### src/rtl/connect4_pkg.sv
// Shared Connect-4 constants: board geometry defaults, cell colour codes and
// the move/drop controller state encoding.
package connect4_pkg;

    localparam int DEF_COLS = 7;
    localparam int DEF_ROWS = 6;
    localparam int DEF_COLW = 3;
    localparam int DEF_ROWW = 3;

    localparam logic [1:0] CLR_EMPTY = 2'b00;
    localparam logic [1:0] CLR_P1    = 2'b01;
    localparam logic [1:0] CLR_P2    = 2'b10;

    typedef enum logic [2:0] {
        ST_IDLE   = 3'd0,
        ST_CHECK  = 3'd1,
        ST_WRITE  = 3'd2,
        ST_DONE   = 3'd3,
        ST_REJECT = 3'd4
    } drop_state_e;

endpackage

### src/rtl/col_height_file.sv
// Per-column fill counters: one saturating ROWW-bit height per column with a
// synchronous clear and a combinational read port.
module col_height_file
    import connect4_pkg::*;
#(
    parameter int COLS = DEF_COLS,
    parameter int ROWS = DEF_ROWS,
    parameter int COLW = DEF_COLW,
    parameter int ROWW = DEF_ROWW
) (
    input  logic            clk,
    input  logic            reset,
    input  logic            clr,
    input  logic            inc,
    input  logic [COLW-1:0] inc_col,
    input  logic [COLW-1:0] rd_col,
    output logic [ROWW-1:0] rd_height,
    output logic            rd_full
);

    logic [ROWW-1:0] height_r [COLS];
    logic [ROWW-1:0] rd_height_s;

    // Height update: clear wins over increment, increment saturates at ROWS.
    always_ff @(posedge clk or negedge reset) begin
        if (!reset) begin
            for (int i = 0; i < COLS; i++) begin
                height_r[i] <= '0;
            end
        end else if (clr) begin
            for (int i = 0; i < COLS; i++) begin
                height_r[i] <= '0;
            end
        end else if (inc && (int'(inc_col) < COLS) &&
                     (height_r[inc_col] != ROWW'(ROWS))) begin
            height_r[inc_col] <= height_r[inc_col] + ROWW'(1);
        end
    end

    // Read port; out-of-range columns read as empty.
    always_comb begin
        rd_height_s = '0;
        if (int'(rd_col) < COLS) begin
            rd_height_s = height_r[rd_col];
        end else begin
            rd_height_s = '0;
        end
    end

    assign rd_height = rd_height_s;
    assign rd_full   = (rd_height_s == ROWW'(ROWS));

endmodule

### src/rtl/move_drop_ctrl.sv
// Connect-4 move/drop controller: validates a column drop, writes the player's
// colour into the board and pulses the turn toggle. Optional DROP_ANIM_EN adds a falling animation.
module move_drop_ctrl
    import connect4_pkg::*;
#(
`ifdef DROP_ANIM_EN
    parameter int ANIM_TICKS = 25_000_000,
`endif
    parameter int COLS = DEF_COLS,
    parameter int ROWS = DEF_ROWS,
    parameter int COLW = DEF_COLW,
    parameter int ROWW = DEF_ROWW
) (
    input  logic            clk,
    input  logic            reset,
    input  logic            new_game,
    input  logic            drop_req,
    input  logic [COLW-1:0] drop_col,
    input  logic            turn,
    output logic            cell_we,
    output logic [COLW-1:0] cell_col,
    output logic [ROWW-1:0] cell_row,
    output logic [1:0]      cell_color,
    output logic            turn_toggle,
    output logic            drop_ok,
    output logic            drop_reject,
    output logic            busy,
    output logic            board_full
);

    localparam int CELLS = COLS * ROWS;
    localparam int MCW   = $clog2(CELLS + 1);

    drop_state_e     state_r;
    logic [COLW-1:0] col_q_r;
    logic [1:0]      clr_q_r;
    logic [MCW-1:0]  move_cnt_r;
    logic            board_full_r;
    logic            cell_we_r;
    logic [COLW-1:0] cell_col_r;
    logic [ROWW-1:0] cell_row_r;
    logic [1:0]      cell_color_r;
    logic            turn_toggle_r;
    logic            drop_ok_r;
    logic            drop_reject_r;
    logic            busy_r;
    logic [ROWW-1:0] rd_height_s;
    logic            rd_full_s;
    logic            write_done_s;

`ifdef DROP_ANIM_EN
    localparam int TW = (ANIM_TICKS > 1) ? $clog2(ANIM_TICKS) : 1;
    logic [TW-1:0]   tick_r;
    logic [ROWW-1:0] anim_row_r;
    logic [ROWW-1:0] tgt_row_r;
    logic [ROWW-1:0] erase_row_r;
    logic            first_r;
    logic            erase_r;
    logic            last_r;

    // The animation ends once the landing row is painted and the trail erased.
    assign write_done_s = (state_r == ST_WRITE) && last_r && !erase_r;
`else
    assign write_done_s = (state_r == ST_WRITE);
`endif

    col_height_file #(
        .COLS (COLS),
        .ROWS (ROWS),
        .COLW (COLW),
        .ROWW (ROWW)
    ) u_heights (
        .clk       (clk),
        .reset     (reset),
        .clr       (new_game),
        .inc       (write_done_s),
        .inc_col   (col_q_r),
        .rd_col    (col_q_r),
        .rd_height (rd_height_s),
        .rd_full   (rd_full_s)
    );

    // Drop sequencer with all outputs registered alongside the state.
    always_ff @(posedge clk or negedge reset) begin
        if (!reset) begin
            state_r       <= ST_IDLE;
            col_q_r       <= '0;
            clr_q_r       <= CLR_EMPTY;
            move_cnt_r    <= '0;
            board_full_r  <= 1'b0;
            cell_we_r     <= 1'b0;
            cell_col_r    <= '0;
            cell_row_r    <= '0;
            cell_color_r  <= CLR_EMPTY;
            turn_toggle_r <= 1'b0;
            drop_ok_r     <= 1'b0;
            drop_reject_r <= 1'b0;
            busy_r        <= 1'b0;
`ifdef DROP_ANIM_EN
            tick_r        <= '0;
            anim_row_r    <= '0;
            tgt_row_r     <= '0;
            erase_row_r   <= '0;
            first_r       <= 1'b0;
            erase_r       <= 1'b0;
            last_r        <= 1'b0;
`endif
        end else if (new_game) begin
            state_r       <= ST_IDLE;
            move_cnt_r    <= '0;
            board_full_r  <= 1'b0;
            cell_we_r     <= 1'b0;
            cell_col_r    <= '0;
            cell_row_r    <= '0;
            cell_color_r  <= CLR_EMPTY;
            turn_toggle_r <= 1'b0;
            drop_ok_r     <= 1'b0;
            drop_reject_r <= 1'b0;
            busy_r        <= 1'b0;
`ifdef DROP_ANIM_EN
            erase_r       <= 1'b0;
            last_r        <= 1'b0;
`endif
        end else begin
            cell_we_r     <= 1'b0;
            cell_col_r    <= '0;
            cell_row_r    <= '0;
            cell_color_r  <= CLR_EMPTY;
            turn_toggle_r <= 1'b0;
            drop_ok_r     <= 1'b0;
            drop_reject_r <= 1'b0;
            case (state_r)
                ST_IDLE: begin
                    // Colour is captured here so a mid-move turn change cannot leak in.
                    if (drop_req) begin
                        col_q_r <= drop_col;
                        clr_q_r <= {turn, ~turn};
                        state_r <= ST_CHECK;
                        busy_r  <= 1'b1;
                    end
                end
                ST_CHECK: begin
                    if ((int'(col_q_r) >= COLS) || rd_full_s || board_full_r) begin
                        state_r       <= ST_REJECT;
                        drop_reject_r <= 1'b1;
                    end else begin
                        state_r <= ST_WRITE;
`ifdef DROP_ANIM_EN
                        tick_r     <= '0;
                        anim_row_r <= ROWW'(ROWS - 1);
                        tgt_row_r  <= rd_height_s;
                        first_r    <= 1'b1;
                        erase_r    <= 1'b0;
                        last_r     <= 1'b0;
`else
                        cell_we_r    <= 1'b1;
                        cell_col_r   <= col_q_r;
                        cell_row_r   <= rd_height_s;
                        cell_color_r <= clr_q_r;
`endif
                    end
                end
                ST_WRITE: begin
                    if (write_done_s) begin
                        state_r       <= ST_DONE;
                        turn_toggle_r <= 1'b1;
                        drop_ok_r     <= 1'b1;
                        move_cnt_r    <= move_cnt_r + MCW'(1);
                        board_full_r  <= (move_cnt_r == MCW'(CELLS - 1));
`ifdef DROP_ANIM_EN
                        last_r        <= 1'b0;
                    end else if (erase_r) begin
                        cell_we_r    <= 1'b1;
                        cell_col_r   <= col_q_r;
                        cell_row_r   <= erase_row_r;
                        cell_color_r <= CLR_EMPTY;
                        erase_r      <= 1'b0;
                    end else if (tick_r == TW'(ANIM_TICKS - 1)) begin
                        tick_r       <= '0;
                        cell_we_r    <= 1'b1;
                        cell_col_r   <= col_q_r;
                        cell_row_r   <= anim_row_r;
                        cell_color_r <= clr_q_r;
                        erase_r      <= ~first_r;
                        erase_row_r  <= anim_row_r + ROWW'(1);
                        first_r      <= 1'b0;
                        if (anim_row_r == tgt_row_r) begin
                            last_r <= 1'b1;
                        end else begin
                            anim_row_r <= anim_row_r - ROWW'(1);
                        end
                    end else begin
                        tick_r <= tick_r + TW'(1);
`endif
                    end
                end
                ST_DONE: begin
                    state_r <= ST_IDLE;
                    busy_r  <= 1'b0;
                end
                ST_REJECT: begin
                    state_r <= ST_IDLE;
                    busy_r  <= 1'b0;
                end
                default: begin
                    state_r <= ST_IDLE;
                    busy_r  <= 1'b0;
                end
            endcase
        end
    end

    assign cell_we     = cell_we_r;
    assign cell_col    = cell_col_r;
    assign cell_row    = cell_row_r;
    assign cell_color  = cell_color_r;
    assign turn_toggle = turn_toggle_r;
    assign drop_ok     = drop_ok_r;
    assign drop_reject = drop_reject_r;
    assign busy        = busy_r;
    assign board_full  = board_full_r;

endmodule

### config.mk
export PLATFORM = sky130hd
export DESIGN_NAME = move_drop_ctrl
export DESIGN_NICKNAME = d
export VERILOG_FILES = /design/src/rtl/connect4_pkg.sv /design/src/rtl/col_height_file.sv /design/src/rtl/move_drop_ctrl.sv
export SDC_FILE = /design/constraint.sdc
export NUM_CORES = 1
export LEC_CHECK = 0
export CORE_MARGIN = 2
export CORE_UTILIZATION = 34
export CTS_CLUSTER_SIZE = 8
export DETAILED_ROUTE_END_ITERATION = 6
export GPL_TIMING_DRIVEN = 0
export PLACE_DENSITY = 0.52
export SLEW_MARGIN = 25
export SYNTH_ARGS = -nofsm -noshare
export SYNTH_HDL_FRONTEND = slang
export SYNTH_HIERARCHICAL = 1
export SYNTH_SLANG_ARGS = --single-unit
### constraint.sdc
create_clock -name clk -period 7 [get_ports clk]
set_input_delay 0.7 -clock clk [delete_from_list [all_inputs] [get_ports clk]]
set_output_delay 0.7 -clock clk [all_outputs]
set_load 0.01 [all_outputs]
# --- Word-level counts from Yosys, hierarchy flattened ---
# Index checks and enable logic that the tools add are counted.
totals:
  ff_bits: 48
  inputBits: 8
  output_inout_bits: 14
  word_cells: 83
classes:
  n_addsub: 2
  magnitude_cmp: 4
  n_eq_ne: 7
  n_mux: 37
  n_bitwise: 3
  n_reduce_logical: 11
op_table:
  columns: ["operator", "count"]
  rows:
  - ["21-bit 2-to-1 mux", 2]
  - ["3-bit 2-to-1 mux", 13]
  - ["21-bit bitwise mux", 1]
  - ["1-bit 2-to-1 mux", 12]
  - ["6-bit 2-to-1 mux", 2]
  - ["3-bit binary-select mux with 3-bit select", 1]
  - ["3-bit demux with 3-bit select", 1]
  - ["3-bit one-hot mux with 3 select lines", 1]
  - ["6-bit by 1-bit adder with 6-bit output (second input constant)", 1]
  - ["6-bit equality test (second input constant)", 1]
  - ["2-bit 2-to-1 mux", 3]
  - ["3-bit != test (second input constant)", 2]
  - ["4-bit >= comparator (second input constant)", 1]
  - ["4-bit by 1-bit < comparator with 1-bit output (second input constant)", 1]
  - ["3-bit NOT with 4-bit output", 1]
  - ["2-bit nonzero test", 2]
  - ["3-bit by 1-bit adder with 3-bit output (second input constant)", 1]
  - ["3-bit by 1-bit equality test with 1-bit output (second input constant)", 1]
  - ["3-bit by 2-bit equality test with 1-bit output (second input constant)", 1]
  - ["3-bit equality test (second input constant)", 1]
  - ["3-bit >= comparator (second input constant)", 1]
  - ["1-bit logical AND", 3]
  - ["3-bit logical NOT", 1]
  - ["3-bit < comparator (second input constant)", 1]
  - ["other kinds (7)", 9]

# --- Depth between registers and ports, before layout ---
depth:
  word_depth: 11
  ltp_mapped: 12
  mapped_depth_nobuf: 10

# --- Cells and area by module ---
# Netlist, hierarchy kept.
modules_own_cells:
  columns: ["mod", "instances", "cells_each", "area_per_inst_um2", "seq_area_each_um2"]
  rows:
  - ["col_height_file", 1, 162, 1456.4, 525.5]
  - ["move_drop_ctrl", 1, 89, 1126.1, 675.6]

# --- Worst setup path before layout ---
# No wires, ideal clock.
synth_timing:
  kind: "register -> register"
  start: "register col_q_r[0]"
  end: "register cell_col_r[2], in the netlist cell_col[2]"
  setup_ns: 0.066
  t_arrival_ns: 2.355
  required_time_ns: 6.934
  path_slack_ns: 4.579
  path_stages_with_launch: 9
  n_path_buf: 2
  period_less_slack_ns: 2.421
  path_cell_list: "dfrtp_1 > clkbuf_1 > mux4_2 > mux2_2 > and3b_1 > a311oi_1 > and3_1 > buf_4 > and2_1"
synth_via:
  elab_chain_len: 11
  elab_cells_between_ends: 13
  cone_classes: "order compare: 2; eq/ne: 1; mux: 7; bitwise: 1; reduce/logical: 2"
synth_rtl:
  columns: ["element", "line", "rtl"]
  rows:
  - ["from (decl)", "move_drop_ctrl.sv:35", "logic [COLW-1:0] col_q_r;"]
  - ["from (signal assigned)", "move_drop_ctrl.sv:136", "col_q_r <= drop_col;"]
  - ["3-bit NOT with 4-bit output (not written as such)", "col_height_file.sv:44", "rd_height_s = height_r[rd_col];"]
  - ["3-bit binary-select mux with 3-bit select", "col_height_file.sv:44", null]
  - ["3-bit 2-to-1 mux (not written as such) (2 in series)", "col_height_file.sv:44", null]
  - ["3-bit 2-to-1 mux (*)", "col_height_file.sv:43", "if (int'(rd_col) < COLS) begin"]
  - ["net rd_height_s[1]", "move_drop_ctrl.sv:47", "logic [ROWW-1:0] rd_height_s;"]
  - ["3-bit equality test (*)", "col_height_file.sv:51", "assign rd_full = (rd_height_s == ROWW'(ROWS));"]
  - ["net rd_full_s", "move_drop_ctrl.sv:48", "logic rd_full_s;"]
  - ["1-bit logical OR (*) (2 in series)", "move_drop_ctrl.sv:143", "if ((int'(col_q_r) >= COLS) || rd_full_s || board_full_r) begin"]
  - ["3-bit 2-to-1 mux (*)", "move_drop_ctrl.sv:143", null]
  - ["3-bit 2-to-1 mux (*)", "move_drop_ctrl.sv:132", "case (state_r)"]
  - ["3-bit 2-to-1 mux (*)", "move_drop_ctrl.sv:108", "end else if (new_game) begin"]
  - ["to (signal assigned)", "move_drop_ctrl.sv:157", "cell_col_r <= col_q_r;"]
  - ["to (decl)", "move_drop_ctrl.sv:40", "logic [COLW-1:0] cell_col_r;"]
# The timed path passes the listed nets; every way through them passes the cells marked *. The select of a mux whose other input is x is not followed.
# A chain may end at the register's enable or synchronous reset.

# --- Worst setup path after layout ---
layout_timing:
  start: "register col_q_r[2]"
  end: "register u_heights/height_r[19] (netlist bit)"
layout_via:
  elab_chain_len: 8
  elab_cells_between_ends: 18
  cone_classes: "add/sub: 1; order compare: 3; eq/ne: 1; mux: 8; bitwise: 1; reduce/logical: 4"
layout_rtl:
  columns: ["element", "line", "rtl"]
  rows:
  - ["3-bit NOT with 4-bit output (not written as such)", "col_height_file.sv:35, col_height_file.sv:36", null]
  - ["3-bit binary-select mux with 3-bit select, or another cell as far along", "col_height_file.sv:35, col_height_file.sv:36", null]
  - ["3-bit 2-to-1 mux (not written as such) / 1-bit logical AND (equally long branches)", "col_height_file.sv:35, col_height_file.sv:36", null]
  - ["3-bit 2-to-1 mux, on equally long branches", "col_height_file.sv:35, col_height_file.sv:36", null]
  - ["3-bit by 1-bit adder with 3-bit output / 3-bit demux with 3-bit select (equally long branches)", "col_height_file.sv:36", "height_r[inc_col] <= height_r[inc_col] + ROWW'(1);"]
  - ["21-bit bitwise mux", "col_height_file.sv:36", null]
  - ["21-bit 2-to-1 mux", "col_height_file.sv:34", "end else if (inc && (int'(inc_col) < COLS) &&"]
  - ["21-bit 2-to-1 mux", "col_height_file.sv:30", "end else if (clr) begin"]
  - ["to (signal, indexed assignment)", "col_height_file.sv:36", null]
  - ["to (decl)", "col_height_file.sv:21", "logic [ROWW-1:0] height_r [COLS];"]
# Parallel ways exist; a longest one is shown, timed or not. The select of a mux whose other input is x is not followed.

==> flow_results.xml <==
<?xml version="1.0" encoding="UTF-8"?>
<metrics>
  <group name="layout">
    <metric name="flow.area_growth_from_synthesis" unit="%">15.8</metric>
    <metric name="post_layout_nonfiller_instances" unit="">378</metric>
    <metric name="antenna-diode-count" unit="">0</metric>
    <metric name="layout-drive-gt1-share" unit="%">11.8</metric>
    <metric name="area_occupied_by_multi_input_gates" unit="µm²">1270</metric>
    <metric name="fin_nets" unit="">291</metric>
    <metric name="ff_latch_area" unit="µm²">1200</metric>
    <metric name="fillCellCount" unit="">749</metric>
  </group>
  <group name="routing">
    <metric name="vias" unit="">1935</metric>
    <metric name="antenna_violating_nets_post_route" unit="">0</metric>
    <metric name="first_pass_iters" unit="">4</metric>
    <metric name="drc" unit="">0</metric>
    <metric name="totalWireLength" unit="µm">5630</metric>
    <metric name="routed_via_density" unit="">5.12</metric>
    <metric name="avgRoutedWirePerCell" unit="µm">14.9</metric>
    <metric name="drt-initial-drc-count" unit="">50</metric>
  </group>
  <group name="sta">
    <metric name="tightestPinTransition" unit="ns">0.632</metric>
    <metric name="timing_max_transition_violations_final" unit="">0</metric>
    <metric name="timing.clock.skew" unit="ns">0.00844</metric>
    <metric name="timing.setup.tns" unit="ns">0</metric>
    <metric name="final-setup-viol-count" unit="">0</metric>
    <metric name="final-hold-violation-count" unit="">0</metric>
    <metric name="period_minus_slack" unit="ns">3.06</metric>
    <metric name="final.period_utilization" unit="%">43.7</metric>
    <metric name="worst_slew_margin_relative_to_its_limit" unit="%">57.7</metric>
    <metric name="max_clock_freq" unit="MHz">327</metric>
    <metric name="unrepaired_setup_endpoints_after_global_routing" unit="">no</metric>
  </group>
  <group name="yosys">
    <metric name="yosys_most_used_dff" unit="">sky130_fd_sc_hd__dfrtp_1</metric>
    <metric name="syn_nets" unit="">263</metric>
    <metric name="synth_mux_area_share" unit="%">13.4</metric>
    <metric name="yosysWarnings" unit="">6</metric>
    <metric name="synth_top_area_cell" unit="">sky130_fd_sc_hd__dfrtp_1</metric>
    <metric name="post_synth.cell_area_avg" unit="µm²">10.3</metric>
    <metric name="seq_area_frac_synth" unit="%">46.5</metric>
    <metric name="synth_seq_cells" unit="">48</metric>
    <metric name="synth_cell_type_count" unit="">48</metric>
    <metric name="synthXorXnorAreaFrac" unit="%">0.678</metric>
    <metric name="synth_compound_gate_area_share" unit="%">10.3</metric>
    <metric name="synth-adder-area-share" unit="%">1.94</metric>
    <metric name="synth_top_area_share" unit="%">46.5</metric>
    <metric name="synth_most_common_cell" unit="">sky130_fd_sc_hd__dfrtp_1</metric>
    <metric name="postSynthCellCount" unit="">251</metric>
    <metric name="synth_common_cells" unit="">sky130_fd_sc_hd__dfrtp_1, sky130_fd_sc_hd__nor2_1, sky130_fd_sc_hd__nand2_1</metric>
    <metric name="synth_enable_flop_cells" unit="">0</metric>
    <metric name="combinational_family_with_the_most_area_after_synthesis" unit="">simple AND/OR/NAND/NOR gates</metric>
    <metric name="synthTopCellsByArea" unit="">sky130_fd_sc_hd__dfrtp_1, sky130_fd_sc_hd__mux2i_1, sky130_fd_sc_hd__nor2_1, sky130_fd_sc_hd__mux2_2, sky130_fd_sc_hd__nand2_1</metric>
    <metric name="synth_area" unit="µm²">2580</metric>
    <metric name="async_reset_ff_share" unit="%">100</metric>
    <metric name="synth-simple-area-share" unit="%">23.0</metric>
  </group>
  <group name="die">
    <metric name="chipHeight" unit="µm">91.2</metric>
    <metric name="top_level_ports" unit="">22</metric>
    <metric name="dieArea" unit="µm²">8310</metric>
    <metric name="die_w" unit="µm">91.2</metric>
    <metric name="placementRows" unit="">31</metric>
    <metric name="initial_utilization" unit="%">35.4</metric>
    <metric name="placeableCoreArea" unit="µm²">7290</metric>
  </group>
  <group name="critical_path">
    <metric name="timing.critical_path.slowest_cell_delay" unit="ns">0.55</metric>
    <metric name="highest_delay_cell_along_the_critical_path" unit="">sky130_fd_sc_hd__o211ai_1</metric>
    <metric name="worst-path-max-fanout" unit="">10</metric>
    <metric name="setup.worst_path.class" unit="">reg2reg</metric>
    <metric name="r2r_start" unit="">col_q_r[2]</metric>
    <metric name="cpLargestDelayFamily" unit="">compound AO/OA/AOI/OAI gates</metric>
    <metric name="arrival" unit="ns">3.23</metric>
    <metric name="crit-reg2reg-capture" unit="">u_heights/height_r[19]</metric>
    <metric name="endpoint" unit="">u_heights/height_r[19]</metric>
    <metric name="critical_path_required" unit="ns">7.18</metric>
    <metric name="logic_depth_of_the_worst_register_to_register_path" unit="">10</metric>
    <metric name="setup.worst_path.start_class" unit="">flip-flop</metric>
    <metric name="critPathBufInv" unit="">2</metric>
    <metric name="critPathLaunch" unit="">col_q_r[2]</metric>
    <metric name="worst-r2r-setup-slack" unit="ns">3.94</metric>
    <metric name="worstSetupPathDepth" unit="">10</metric>
    <metric name="timing.critical_path.cells" unit="">buf_2, mux2i_1, o32ai_1, a21oi_1, ha_1, inv_1, o211ai_1, nor2_1, a21oi_1, nor2_1</metric>
    <metric name="end_kind" unit="">flip-flop</metric>
  </group>
  <group name="clock_tree">
    <metric name="post-cts-setup-buffer-count" unit="">0</metric>
    <metric name="clk_pin_slew_worst_paths" unit="ns">0.09</metric>
    <metric name="clock_sinks" unit="">48</metric>
    <metric name="htreeDepth" unit="">2</metric>
    <metric name="clock_network_latency_to_the_later_pin_of_the_worst_skew_pair" unit="ns">0.30</metric>
    <metric name="hold_buf_cts" unit="">0</metric>
    <metric name="post_cts.resized_instances" unit="">0</metric>
    <metric name="max-clock-path-buffers" unit="">2</metric>
    <metric name="root_buffer" unit="">sky130_fd_sc_hd__clkbuf_8</metric>
    <metric name="numCtsBuffers" unit="">5</metric>
    <metric name="cts_tree" unit="">built</metric>
  </group>
  <group name="global_routing">
    <metric name="globalRouteOverflowTotal" unit="">0</metric>
    <metric name="grt_first_pass_wirelength" unit="µm">10000</metric>
    <metric name="initial_antenna_violation_count" unit="">0</metric>
    <metric name="grt_pass1_vias" unit="">1951</metric>
    <metric name="grt_usage" unit="%">14.9</metric>
    <metric name="pin_count_of_the_biggest_net_entering_global_routing" unit="">49</metric>
  </group>
  <group name="run">
    <metric name="max_cap_violations" unit="">0</metric>
  </group>
  <group name="place">
    <metric name="place_congestion" unit="">0.838</metric>
    <metric name="place.detailed.instances" unit="">371</metric>
    <metric name="port_buffers" unit="">21</metric>
    <metric name="dpl.hpwl" unit="µm">3990</metric>
  </group>
  <group name="power">
    <metric name="cellLeakagePower" unit="nW">1.26</metric>
    <metric name="ir_drop" unit="V">0.0000678</metric>
    <metric name="power_density" unit="nW/µm²">202</metric>
  </group>
  <group name="worst_hold_path">
    <metric name="holdCritPathClass" unit="">in2async</metric>
  </group>
  <group name="run_status">
    <metric name="outcome" unit="">completed</metric>
  </group>
</metrics>
## how the worst min path moves through the flow
stage | from | end | depth (start not counted) | slack [ns]
final | reset | busy | 1 | 0.40
after global routing | reset | drop_ok | 1 | 0.46
after CTS | reset | busy | 1 | 0.43
after detailed placement | clr_q_r[1] | cell_color[1] | 1 | 0.46
after global placement | clr_q_r[1] | cell_color[1] | 1 | 0.45
after floorplan | reset | board_full | 0 | 0.40
## layer usage
metal / global-route usage, % / share of wire (%)
met4: 4.55 / 1.8
met2: 23.8 / 45
met3: 2.82 / 3.5
met1: 20.5 / 49
met5: 0 / 0
## placed cells by master, fill, tap and decap left out, drive strengths merged, types with 6 or more instances in the layout
cell type       n
a21oi          10
and2            8
buf             7
clkbuf         14
clkdlybuf4s50  20
dfrtp          48
inv             7
mux2           12
mux2i          14
nand2          20
nand3           7
nand3b          8
nor2           32
nor2b           9
nor3            7
o21ai           6
## metrics by stage
step	instance area [µm²]	util [%]	setup slack [ns]	total power, mW	hold slack (ns)
finish	2990	41.0	3.94	0.603	0.404
global route	2990	41.0	3.55	0.641	0.458
CTS	2990	41.0	3.91	0.613	0.433
detailed placement	2910	40.0	3.94	0.453	0.457
global placement	2920	40.0	3.75	0.453	0.455
floorplan	2580	-	4.58	0.408	0.404
## state kept, by name, summed over array words and instances, names as in the netlist
signal,cells
cell_color,2
busy,1
cell_col,3
col_q_r,3
drop_reject,1
drop_ok,1
board_full,1
move_cnt_r,6
clr_q_r,2
cell_we,1
cell_row,3
u_heights/height_r,21
state_r,3
## layout make-up
class,count,share of cell area (%)
multi-input combinational,182,42.6
clock buffer,6,2.43
buffer,14,2.59
timing repair buffer,21,6.94
inverter,7,0.962
clock inverter,1,0.167
tap,99,4.14
sequential,48,40.2
## cells by family after synthesis
family	count (synthesis)
compound gates	38
xor+xnor	2
fa+ha+maj	4
buf+inv	21
flops	48
mux	29
simple gates	109
## power by group
| group | switching (mW) | internal (mW) |
|---|---|---|
| clock network | 0.0874 | 0.0681 |
| registers | 0.0176 | 0.292 |
| logic | 0.0788 | 0.0587 |
| total | 0.184 | 0.419 |
Power figures use the tool's default switching activity.
